File: src/rtl/spi_cfg_pkg.sv
// Shared types and constants for the SPI configuration host controller.
// Holds the FSM state encoding, frame geometry, the queued command payload
// and the peripheral register map.
package spi_cfg_pkg;

    localparam int unsigned FRAME_BITS = 16;
    localparam int unsigned ADDR_BITS  = 7;
    localparam int unsigned DATA_BITS  = 8;
    localparam int unsigned CMD_BITS   = ADDR_BITS + DATA_BITS;
    localparam logic        WRITE_FLAG = 1'b1;

    // Peripheral register map
    localparam logic [ADDR_BITS-1:0] ADDR_EN_OUT_LO = 7'h00;
    localparam logic [ADDR_BITS-1:0] ADDR_EN_OUT_HI = 7'h01;
    localparam logic [ADDR_BITS-1:0] ADDR_EN_PWM_LO = 7'h02;
    localparam logic [ADDR_BITS-1:0] ADDR_EN_PWM_HI = 7'h03;
    localparam logic [ADDR_BITS-1:0] ADDR_PWM_DUTY  = 7'h04;

    typedef enum logic [2:0] {
        ST_IDLE,
        ST_SETUP,
        ST_HIGH,
        ST_LOW,
        ST_HOLD,
        ST_GAP
    } state_e;

    // Queued write command; bit order matches the frame body after the write flag
    typedef struct packed {
        logic [ADDR_BITS-1:0] addr;
        logic [DATA_BITS-1:0] data;
    } cmd_t;

endpackage

File: src/rtl/spi_cfg_cmd_fifo.sv
// Synchronous command FIFO with registered full/empty flags and a registered
// head entry, so the consumer sees the oldest entry without a read latency.
// Ports:
//   clk, rst_n   clock, synchronous active-low reset (empties the FIFO)
//   push/wr_data write an entry (ignored when full)
//   pop          drop the head entry (ignored when empty)
//   full, empty  occupancy flags
//   head         oldest entry, valid while !empty
module spi_cfg_cmd_fifo #(
    parameter int unsigned DEPTH = 4,
    parameter int unsigned WIDTH = 15
) (
    input  logic             clk,
    input  logic             rst_n,
    input  logic             push,
    input  logic [WIDTH-1:0] wr_data,
    input  logic             pop,
    output logic             full,
    output logic             empty,
    output logic [WIDTH-1:0] head
);

    localparam int unsigned AW = $clog2(DEPTH);
    localparam int unsigned PW = AW + 1;

    logic [PW-1:0]    wr_ptr_q, wr_ptr_d;
    logic [PW-1:0]    rd_ptr_q, rd_ptr_d;
    logic [PW-1:0]    count_q, count_d;
    logic             full_q, full_d;
    logic             empty_q, empty_d;
    logic [WIDTH-1:0] head_q, head_d;
    logic [WIDTH-1:0] mem_q [DEPTH];
    logic             do_push;
    logic             do_pop;

    assign full  = full_q;
    assign empty = empty_q;
    assign head  = head_q;

    // Pointer, flag and head update
    always_comb begin
        do_push  = push && !full_q;
        do_pop   = pop && !empty_q;
        wr_ptr_d = wr_ptr_q + PW'(do_push);
        rd_ptr_d = rd_ptr_q + PW'(do_pop);
        count_d  = wr_ptr_d - rd_ptr_d;
        full_d   = (count_d == PW'(DEPTH));
        empty_d  = (count_d == '0);
        // The incoming entry becomes the head when nothing older remains
        if (do_push && (wr_ptr_q == rd_ptr_d)) begin
            head_d = wr_data;
        end else begin
            head_d = mem_q[rd_ptr_d[AW-1:0]];
        end
    end

    always_ff @(posedge clk) begin
        if (!rst_n) begin
            wr_ptr_q <= '0;
            rd_ptr_q <= '0;
            count_q  <= '0;
            full_q   <= 1'b0;
            empty_q  <= 1'b1;
            head_q   <= '0;
        end else begin
            wr_ptr_q <= wr_ptr_d;
            rd_ptr_q <= rd_ptr_d;
            count_q  <= count_d;
            full_q   <= full_d;
            empty_q  <= empty_d;
            head_q   <= head_d;
        end
    end

    // Storage array needs no reset; entries are only read after being written
    always_ff @(posedge clk) begin
        if (do_push) begin
            mem_q[wr_ptr_q[AW-1:0]] <= wr_data;
        end
    end

endmodule

File: src/rtl/spi_cfg_controller.sv
// Host-side SPI controller: queues address/data write commands and sends each
// as a 16-bit mode-0 MSB-first frame {1, addr, data}, leaving ncs high for a
// guaranteed gap between frames so the peripheral can commit on ncs rising.
// Ports:
//   clk, rst_n             clock, synchronous active-low reset
//   cmd_valid/cmd_ready    command handshake; cmd_addr (7b), cmd_data (8b)
//   sclk, ncs, copi        SPI bus (sclk idles low, ncs idles high)
//   busy                   commands pending or a frame/gap in progress
//   frame_done             one-cycle pulse coincident with ncs rising
module spi_cfg_controller
    import spi_cfg_pkg::*;
#(
    parameter int unsigned CLK_DIV    = 4,
    parameter int unsigned FIFO_DEPTH = 4,
    parameter int unsigned GAP_CYCLES = 8
) (
    input  logic       clk,
    input  logic       rst_n,
    input  logic       cmd_valid,
    output logic       cmd_ready,
    input  logic [6:0] cmd_addr,
    input  logic [7:0] cmd_data,
    output logic       sclk,
    output logic       ncs,
    output logic       copi,
    output logic       busy,
    output logic       frame_done
);

    localparam int unsigned DIV_W = 8;
    localparam int unsigned BIT_W = 4;
    localparam int unsigned GAP_W = 8;

    state_e                state_q, state_d;
    logic [DIV_W-1:0]      div_q, div_d;
    logic [BIT_W-1:0]      bit_q, bit_d;
    logic [GAP_W-1:0]      gap_q, gap_d;
    logic [FRAME_BITS-1:0] shreg_q, shreg_d;
    logic                  sclk_q, sclk_d;
    logic                  ncs_q, ncs_d;
    logic                  copi_q, copi_d;
    logic                  busy_q, busy_d;
    logic                  frame_done_q, frame_done_d;

    cmd_t                  wr_cmd;
    logic                  fifo_push;
    logic                  fifo_pop;
    logic                  fifo_full;
    logic                  fifo_empty;
    logic [CMD_BITS-1:0]   fifo_head;
    logic                  div_last;
    logic                  active;

    assign wr_cmd     = '{addr: cmd_addr, data: cmd_data};
    assign fifo_push  = cmd_valid && cmd_ready;
    // Full flag is a flop inside the FIFO; no same-cycle pop bypass
    assign cmd_ready  = !fifo_full;

    assign sclk       = sclk_q;
    assign ncs        = ncs_q;
    assign copi       = copi_q;
    assign busy       = busy_q;
    assign frame_done = frame_done_q;

    spi_cfg_cmd_fifo #(
        .DEPTH (FIFO_DEPTH),
        .WIDTH (CMD_BITS)
    ) u_fifo (
        .clk     (clk),
        .rst_n   (rst_n),
        .push    (fifo_push),
        .wr_data (wr_cmd),
        .pop     (fifo_pop),
        .full    (fifo_full),
        .empty   (fifo_empty),
        .head    (fifo_head)
    );

    // Next-state, counters and pin values
    always_comb begin
        state_d  = state_q;
        div_d    = div_q;
        bit_d    = bit_q;
        gap_d    = gap_q;
        shreg_d  = shreg_q;
        fifo_pop = 1'b0;
        div_last = (div_q == DIV_W'(CLK_DIV - 1));

        case (state_q)
            ST_IDLE: begin
                if (!fifo_empty) begin
                    fifo_pop = 1'b1;
                    shreg_d  = {WRITE_FLAG, fifo_head};
                    bit_d    = '0;
                    div_d    = '0;
                    state_d  = ST_SETUP;
                end
            end
            ST_SETUP: begin
                div_d = div_q + DIV_W'(1);
                if (div_last) begin
                    div_d   = '0;
                    state_d = ST_HIGH;
                end
            end
            ST_HIGH: begin
                div_d = div_q + DIV_W'(1);
                if (div_last) begin
                    div_d = '0;
                    if (bit_q == BIT_W'(FRAME_BITS - 1)) begin
                        state_d = ST_HOLD;
                    end else begin
                        shreg_d = {shreg_q[FRAME_BITS-2:0], 1'b0};
                        bit_d   = bit_q + BIT_W'(1);
                        state_d = ST_LOW;
                    end
                end
            end
            ST_LOW: begin
                div_d = div_q + DIV_W'(1);
                if (div_last) begin
                    div_d   = '0;
                    state_d = ST_HIGH;
                end
            end
            ST_HOLD: begin
                div_d = div_q + DIV_W'(1);
                if (div_last) begin
                    div_d   = '0;
                    gap_d   = '0;
                    state_d = ST_GAP;
                end
            end
            ST_GAP: begin
                gap_d = gap_q + GAP_W'(1);
                if (gap_q == GAP_W'(GAP_CYCLES - 1)) begin
                    gap_d   = '0;
                    state_d = ST_IDLE;
                end
            end
            default: begin
                state_d = ST_IDLE;
            end
        endcase

        // Pins follow the current state one cycle later, keeping every
        // interval the same length as the state that produced it
        active       = (state_q == ST_SETUP) || (state_q == ST_HIGH) ||
                       (state_q == ST_LOW)   || (state_q == ST_HOLD);
        ncs_d        = !active;
        sclk_d       = (state_q == ST_HIGH);
        copi_d       = active && shreg_q[FRAME_BITS-1];
        // Pulse on the same edge that raises ncs after a completed frame
        frame_done_d = (state_q == ST_GAP) && !ncs_q;
        busy_d       = !fifo_empty || (state_q != ST_IDLE);
    end

    always_ff @(posedge clk) begin
        if (!rst_n) begin
            state_q      <= ST_IDLE;
            div_q        <= '0;
            bit_q        <= '0;
            gap_q        <= '0;
            shreg_q      <= '0;
            sclk_q       <= 1'b0;
            ncs_q        <= 1'b1;
            copi_q       <= 1'b0;
            busy_q       <= 1'b0;
            frame_done_q <= 1'b0;
        end else begin
            state_q      <= state_d;
            div_q        <= div_d;
            bit_q        <= bit_d;
            gap_q        <= gap_d;
            shreg_q      <= shreg_d;
            sclk_q       <= sclk_d;
            ncs_q        <= ncs_d;
            copi_q       <= copi_d;
            busy_q       <= busy_d;
            frame_done_q <= frame_done_d;
        end
    end

endmodule

File: config.mk
export PLATFORM = sky130hd
export DESIGN_NAME = spi_cfg_controller
export DESIGN_NICKNAME = d
export VERILOG_FILES = /design/src/rtl/spi_cfg_pkg.sv /design/src/rtl/spi_cfg_cmd_fifo.sv /design/src/rtl/spi_cfg_controller.sv
export SDC_FILE = /design/constraint.sdc
export NUM_CORES = 1
export LEC_CHECK = 0
export CORE_MARGIN = 2
export CORE_UTILIZATION = 45
export DETAILED_ROUTE_END_ITERATION = 8
export GPL_TIMING_DRIVEN = 1
export PLACE_DENSITY = 0.76
export SYNTH_ARGS = -nofsm -noshare
export SYNTH_HDL_FRONTEND = slang
export SYNTH_HIERARCHICAL = 1
export SYNTH_SLANG_ARGS = --single-unit
File: constraint.sdc
create_clock -name clk -period 3 [get_ports clk]
set_clock_uncertainty 0.2 [all_clocks]
set_input_delay 0.45 -clock clk [delete_from_list [all_inputs] [get_ports clk]]
set_output_delay 0.45 -clock clk [all_outputs]
set_load 0.005 [all_outputs]
# Word level (Yosys, flattened, before mapping)
# Memories as Yosys holds them, arrays and structs flattened.
# Index checks and enable logic that the tools add are counted.
# word_totals
ff_bits	67
ram_bits	60
inputBits	18
out_inout_bits	6
word_cells	90
memories	1
# mem_list
memory	depth	word_bits	read_ports	rd_ports_with_merged_regs	wr	line	text
u_fifo.mem_q	4	15	1	0	1	spi_cfg_cmd_fifo.sv:32	logic [WIDTH-1:0] mem_q [DEPTH];
# classes
addsub	6
n_eq_ne	16
n_mux	26
reduce_logical	26
# op_table
cell	count
$mux W16	3
$mux W8	4
$pmux W16 S2	1
$pmux W8 S2	2
$mux W3	6
$add A8 B1 Y8 const B	2
$mux W15	1
$pmux W3 S5	1
$mux W4	3
$eq A3 B3 Y1 const B	3
$eq A8 B2 Y1 const B	1
$eq A8 B3 Y1 const B	1
$ne A2 B2 Y1 const B	4
$pmux W4 S2	1
$add A3 B1 Y3	2
$eq A3 B2 Y1 const B	2
$logic_and A1 B1 Y1	6
$logic_not A3 Y1	2
$reduce_bool A2 Y1	3
$reduce_and A5 Y1	1
$add A4 B1 Y4 const B	1
$eq A4 B4 Y1 const B	1
$logic_not A1 Y1	4
$logic_or A1 B1 Y1	4
other kinds (10)	15

# Depth between registers and ports, before layout
# depth
depth_word	7
depth_mapped	14
depth_no_buf	10

# Modules after synthesis
# Netlist, hierarchy kept.
# by_module_without_submodules
module	n_inst	cells_per_inst	area_each_um2	seq_area_each_um2
spi_cfg_cmd_fifo	1	171	3225.6	2262.2
spi_cfg_controller	1	247	2244.7	880.8

# Worst setup path before layout
# No wires, ideal clock.
# synth_path
path_kind	reg-to-reg
start	register state_q[1]
end	register u_fifo.head_q[10], in the netlist u_fifo/head[10]
setup_time_ns	0.116
t_arrival_ns	2.685
required_time_ns	2.684
path_slack_ns	-0.001
path_stages_with_launch	14
period_less_slack_ns	3.001
path_cell_list	dfxtp_1 -> buf_2 -> nor4_1 -> buf_2 -> buf_2 -> and2b_4 -> and2_2 -> ha_1 -> clkbuf_1 -> xnor2_1 -> nand4b_4 -> buf_6 -> mux2i_1 -> nor2b_1
# synth_between
elab_chain_len	7
word_cells_on_any_way	8
# synth_rtl
item	line	text
start: declaration	spi_cfg_controller.sv:34	state_e state_q, state_d;
start signal: assignment	spi_cfg_controller.sv:171	state_q <= state_d;
$logic_not A3 Y1 *	spi_cfg_controller.sv:89	case (state_q)
$mux W1 *	spi_cfg_controller.sv:89	
via fifo_pop	spi_cfg_controller.sv:47	logic fifo_pop;
$logic_and A1 B1 Y1 *	spi_cfg_cmd_fifo.sv:43	do_pop = pop && !empty_q;
$add A3 B1 Y3 *	spi_cfg_cmd_fifo.sv:45	rd_ptr_d = rd_ptr_q + PW'(do_pop);
via u_fifo.rd_ptr_d[1]	spi_cfg_cmd_fifo.sv:27	logic [PW-1:0] rd_ptr_q, rd_ptr_d;
parallel branches: the longest is 2 deep, another holds $mem_v2 Z4 W15	--	
$mux W15 *	spi_cfg_cmd_fifo.sv:50	if (do_push && (wr_ptr_q == rd_ptr_d)) begin
end signal: assignment	spi_cfg_cmd_fifo.sv:64	head_q <= '0;
end signal: assignment	spi_cfg_cmd_fifo.sv:71	head_q <= head_d;
end: declaration	spi_cfg_cmd_fifo.sv:31	logic [WIDTH-1:0] head_q, head_d;
# Mark *: on every way through the listed nets, which the timed path passes.
# A chain may end at the register's enable or synchronous reset.

# Worst setup path after layout
# layout_path
start	register u_fifo.empty_q, in the netlist u_fifo/empty
end	register u_fifo.head_q[1], in the netlist u_fifo/head[1]
# layout_between
elab_chain_len	7
word_cells_on_any_way	9
# layout_rtl
item	line	text
start: declaration	spi_cfg_cmd_fifo.sv:30	logic empty_q, empty_d;
start signal: assignment	spi_cfg_cmd_fifo.sv:70	empty_q <= empty_d;
$mux W1	spi_cfg_controller.sv:91	if (!fifo_empty) begin
$mux W1	spi_cfg_controller.sv:89	
$logic_and A1 B1 Y1 *	spi_cfg_cmd_fifo.sv:43	
$add A3 B1 Y3 *	spi_cfg_cmd_fifo.sv:45	
parallel branches: the longest is 2 deep, another holds $mem_v2 Z4 W15	--	
$mux W15 *	spi_cfg_cmd_fifo.sv:50	
# Every way passes the cells marked *.

==> run summary <==
### STA
• final hold violation count: 0
• Worst-Margin Slew: 0.8751 ns
• setup TNS: 0 ns
• final setup violation count: 0
• unrepaired setup endpoints after global routing: no
• final hold slack: 0.2340 ns
• final number of max-transition violations: 0
• final period utilization: 89.08%
• worst slew slack as a fraction of its limit: 41.66%
• post-layout minimum cycle time: 2.673 ns
• Max Clock Freq: 374.2 MHz
• slack of the critical path: 0.3275 ns

### Cells and area
• number of antenna repair diodes: 0
• Finished Layout Cells: 609
• fraction of final layout cells sized beyond drive strength 1: 14.29%
• Non-Filler Cell Area, Final: 6427 um^2
• final net count: 475
• Util after Layout: 53.73%
• area overhead of the layout relative to synthesis: 17.50%

### Placed design
• placed instance area: 5852 um^2
• HPWL reported at the end of detailed placement: 6097 um
• number of cells after detailed placement: 577
• final estimated routing congestion in global placement: 0.7356
• pre-CTS worst setup slack: 0.2511 ns
• number of buffers added on ports: 23

### Drt
• average vias per placed instance: 5.530
• count of TritonRoute iterations in the first routing pass: 4
• Antenna Nets Post-Route: 0
• DR vias: 3,368
• wire length on met3: 332 um
• DRC violation count after routing: 0
• highest signal layer in the routed design: met4
• 1st-iter DRT viols: 260
• final wirelength: 10,010 um
• routed length on met1: 4560 um
• wire length on met2: 5008 um
• average wire length per cell after detail routing: 16.43 um

### Setup path
• data required time at the worst endpoint: 3.10 ns
• startpoint of the lowest-slack register-to-register path: u_fifo/empty$_SDFF_PN1_
• highest-delay cell along the critical path: dfxtp_1
• buffers and inverters on the worst path: 0
• crit-path most repeated cell: xnor2_1
• biggest cell delay along the critical path: 0.44 ns
• path type of the worst setup path: reg2reg
• worst setup path startpoint: u_fifo/empty$_SDFF_PN1_
• crit path launch type: flop
• crit path cell chain: nor4_2, and2b_4, and2_2, ha_1, xnor2_1, xnor2_1, nand4b_4, mux2i_1, nor2b_1
• type of destination of the critical path: flop
• cell type group with the largest total delay on the critical path: simple AND/OR/NAND/NOR gates
• largest driver fanout on the critical path: 15
• arrival time of data at the critical path endpoint: 2.77 ns

### Synth
• part of the Yosys area used for sequential elements: 57.46%
• FFs w/ async S/R, synth: 0%
• number of flops mapped to enable cells by yosys: 60
• most common flop cell mapped by yosys: dfxtp_1
• Synth Instances: 418
• number of nets in the synthesized netlist: 444
• count of cell types in the netlist: 61
• average cell area after synthesis: 13.09 um^2
• Ys Warns: 6
• cell area after synthesis: 5470 um^2
• number of storage elements in the synthesis netlist: 127

### Power
• power per cell area: 871.3 nW/um^2
• Max IR drop VDD: 0.6849 mV
• total power draw: 5.600 mW
• standby leakage power: 2.472 nW

### CTS
• sink count of the clock tree: 127
• cts bufs inserted: 17
• clock buffer depth: 2
• setup bufs post-CTS: 0
• Worst-path clk slew: 0.05 ns
• clock latency on the worst-skew pair: 0.42 ns
• number of hold-repair buffers added at the cts stage: 0
• H-tree depth: 4
• total of cells resized after clock tree synthesis: 0
• clock root buffer: clkbuf_16
• CTS tree: yes

### Min path
• startpoint of the worst hold path: ncs$_SDFF_PN1_
• hold crit path type: reg2reg

### Floorplanning
• DIE AREA: 13,050 um^2
• number of core rows: 40
• die width: 114.3 um
• core outline area: 11,960 um^2
• initial core utilization: 45.73%
• Ports: 24
• height of the chip: 114.3 um

### Run status
• outcome: finished, final reports clean

### Global routing
• maximum number of pins on one net before global-route repair: 61
• wire length of the first global-routing pass: 16,640 um
• GRT Overall Usage: 16.53%
• Congestion Overflow GR: 0
• via count of the first global-routing pass: 3,369
• initial antenna violation count: 0

### Job
• max-cap violation count: 0

==> cell usage after synthesis, types with 3 or more instances <==
| library cell | number | area share (%) |
|---|---|---|
| dfxtp_1 | 67 | 25 |
| edfxtp_1 | 60 | 33 |
| mux2i_1 | 30 | 5.5 |
| nand2_1 | 23 | 1.6 |
| o21ai_0 | 23 | 2.1 |
| nor2b_1 | 22 | 2.5 |
| inv_1 | 14 | 0.96 |
| o211a_1 | 14 | 2.6 |
| nand3_1 | 13 | 1.2 |
| clkbuf_1 | 11 | 0.75 |
| nor2_1 | 11 | 0.75 |
| and2_1 | 8 | 0.91 |
| ha_1 | 8 | 1.8 |
| mux4_2 | 8 | 3.3 |
| mux4_1 | 7 | 3.4 |
| o211ai_1 | 7 | 0.96 |
| xor2_1 | 7 | 1.1 |
| a21oi_1 | 6 | 0.55 |
| xnor2_1 | 6 | 0.96 |
| or3_1 | 5 | 0.57 |
| and3_1 | 4 | 0.46 |
| buf_2 | 4 | 0.37 |
| buf_6 | 4 | 0.82 |
| nand4_1 | 4 | 0.46 |
| nor3b_1 | 4 | 0.55 |
| nor3_1 | 3 | 0.27 |
| nor4_1 | 3 | 0.34 |
| o22ai_1 | 3 | 0.34 |
==> cells in the final DEF, fill, tap and decap left out, types with 2 or more instances in the layout <==
| master | Yosys | layout |
|---|---|---|
| dfxtp_1 | 67 | 67 |
| edfxtp_1 | 60 | 60 |
| mux2i_1 | 30 | 30 |
| o21ai_0 | 23 | 23 |
| nand2_1 | 23 | 23 |
| nor2b_1 | 22 | 22 |
| clkdlybuf4s50_1 | 0 | 22 |
| clkbuf_16 | 0 | 17 |
| inv_1 | 14 | 14 |
| o211a_1 | 14 | 14 |
| nand3_1 | 13 | 13 |
| buf_4 | 1 | 12 |
| nor2_1 | 11 | 11 |
| and2_1 | 8 | 8 |
| ha_1 | 8 | 8 |
| mux4_2 | 8 | 8 |
| xor2_1 | 7 | 7 |
| o211ai_1 | 7 | 7 |
| mux4_1 | 7 | 7 |
| a21oi_1 | 6 | 6 |
| xnor2_1 | 6 | 5 |
| or3_1 | 5 | 5 |
| clkinv_4 | 0 | 5 |
| nand4_1 | 4 | 4 |
| and3_1 | 4 | 4 |
| nor3b_1 | 4 | 3 |
| nor3_1 | 3 | 3 |
| o22ai_1 | 3 | 3 |
| clkinv_2 | 0 | 3 |
| and4_1 | 2 | 2 |
| nor4_1 | 3 | 2 |
| or4_1 | 2 | 2 |
| nand3b_1 | 2 | 2 |
| o21ai_1 | 2 | 2 |
| and3b_1 | 2 | 2 |
| clkbuf_1 | 11 | 2 |
| clkinvlp_4 | 0 | 2 |
| bufinv_16 | 0 | 2 |
==> kinds of logic (layout without fill, tap and decap cells) <==
group	after synthesis	in the layout	synth area share, %
XOR/XNOR	15	15	2.996
AND/OR/NAND/NOR	121	121	13.52
adder cells (fa/ha/maj)	8	8	1.830
multiplexers	46	46	12.35
AO/OA/AOI/OAI	64	64	8.395
flip-flops	127	127	57.46
buffers and inverters	37	81	3.454
==> layout make-up <==
| type | count | area (um^2) |
|---|---|---|
| inverter | 14 | 52.55 |
| multi-input combinational | 254 | 2157 |
| fill | 983 | 5534 |
| sequential | 127 | 3143 |
| clock inverter | 13 | 142.6 |
| clock buffer | 19 | 432.9 |
| timing repair buffer | 35 | 315.3 |
| tap | 147 | 183.9 |
==> where the power goes <==
| part | leakage, nW | switching (mW) | internal [mW] |
|---|---|---|---|
| sequential | 1.10 | 0.146 | 2.17 |
| clock | 0.277 | 0.751 | 1.22 |
| combinational | 1.10 | 0.670 | 0.642 |
| total | 2.47 | 1.57 | 4.03 |
==> per-layer routing <==
metal | track usage [%] | up-vias
li1 | - | 1637
met1 | 20.95 | 1664
met2 | 27.42 | 55
met3 | 5.135 | 12
met4 | 4.797 | 0
met5 | 0 | -
==> state kept, by name (all words and copies together) (netlist names), 3 cells and up <==
register,flops
u_fifo/mem_q,60
shreg_q,16
u_fifo/head,15
div_q,8
gap_q,8
bit_q,4
state_q,3
u_fifo/rd_ptr_q,3
u_fifo/wr_ptr_q,3
==> worst reg2reg max path: stages, from the launching register on <==
cell and delay, ns:
dfxtp_1 0.44, nor4_2 0.08, and2b_4 0.19, and2_2 0.19, ha_1 0.19, xnor2_1 0.31
xnor2_1 0.11, nand4b_4 0.44, mux2i_1 0.32, nor2b_1 0.08
==> final timing paths <==
kind / cells past startpoint / slack [ns] / endpoint
worst max-delay path: 9 / 0.33 / u_fifo/head[1]$_SDFF_PN0_
worst min-delay path: 1 / 0.23 / frame_done$_SDFF_PN0_
worst max register to register: 9 / 0.33 / u_fifo/head[1]$_SDFF_PN0_
worst min register to register: 1 / 0.23 / frame_done$_SDFF_PN0_
No activity file was read; power rests on OpenSTA's default activity.
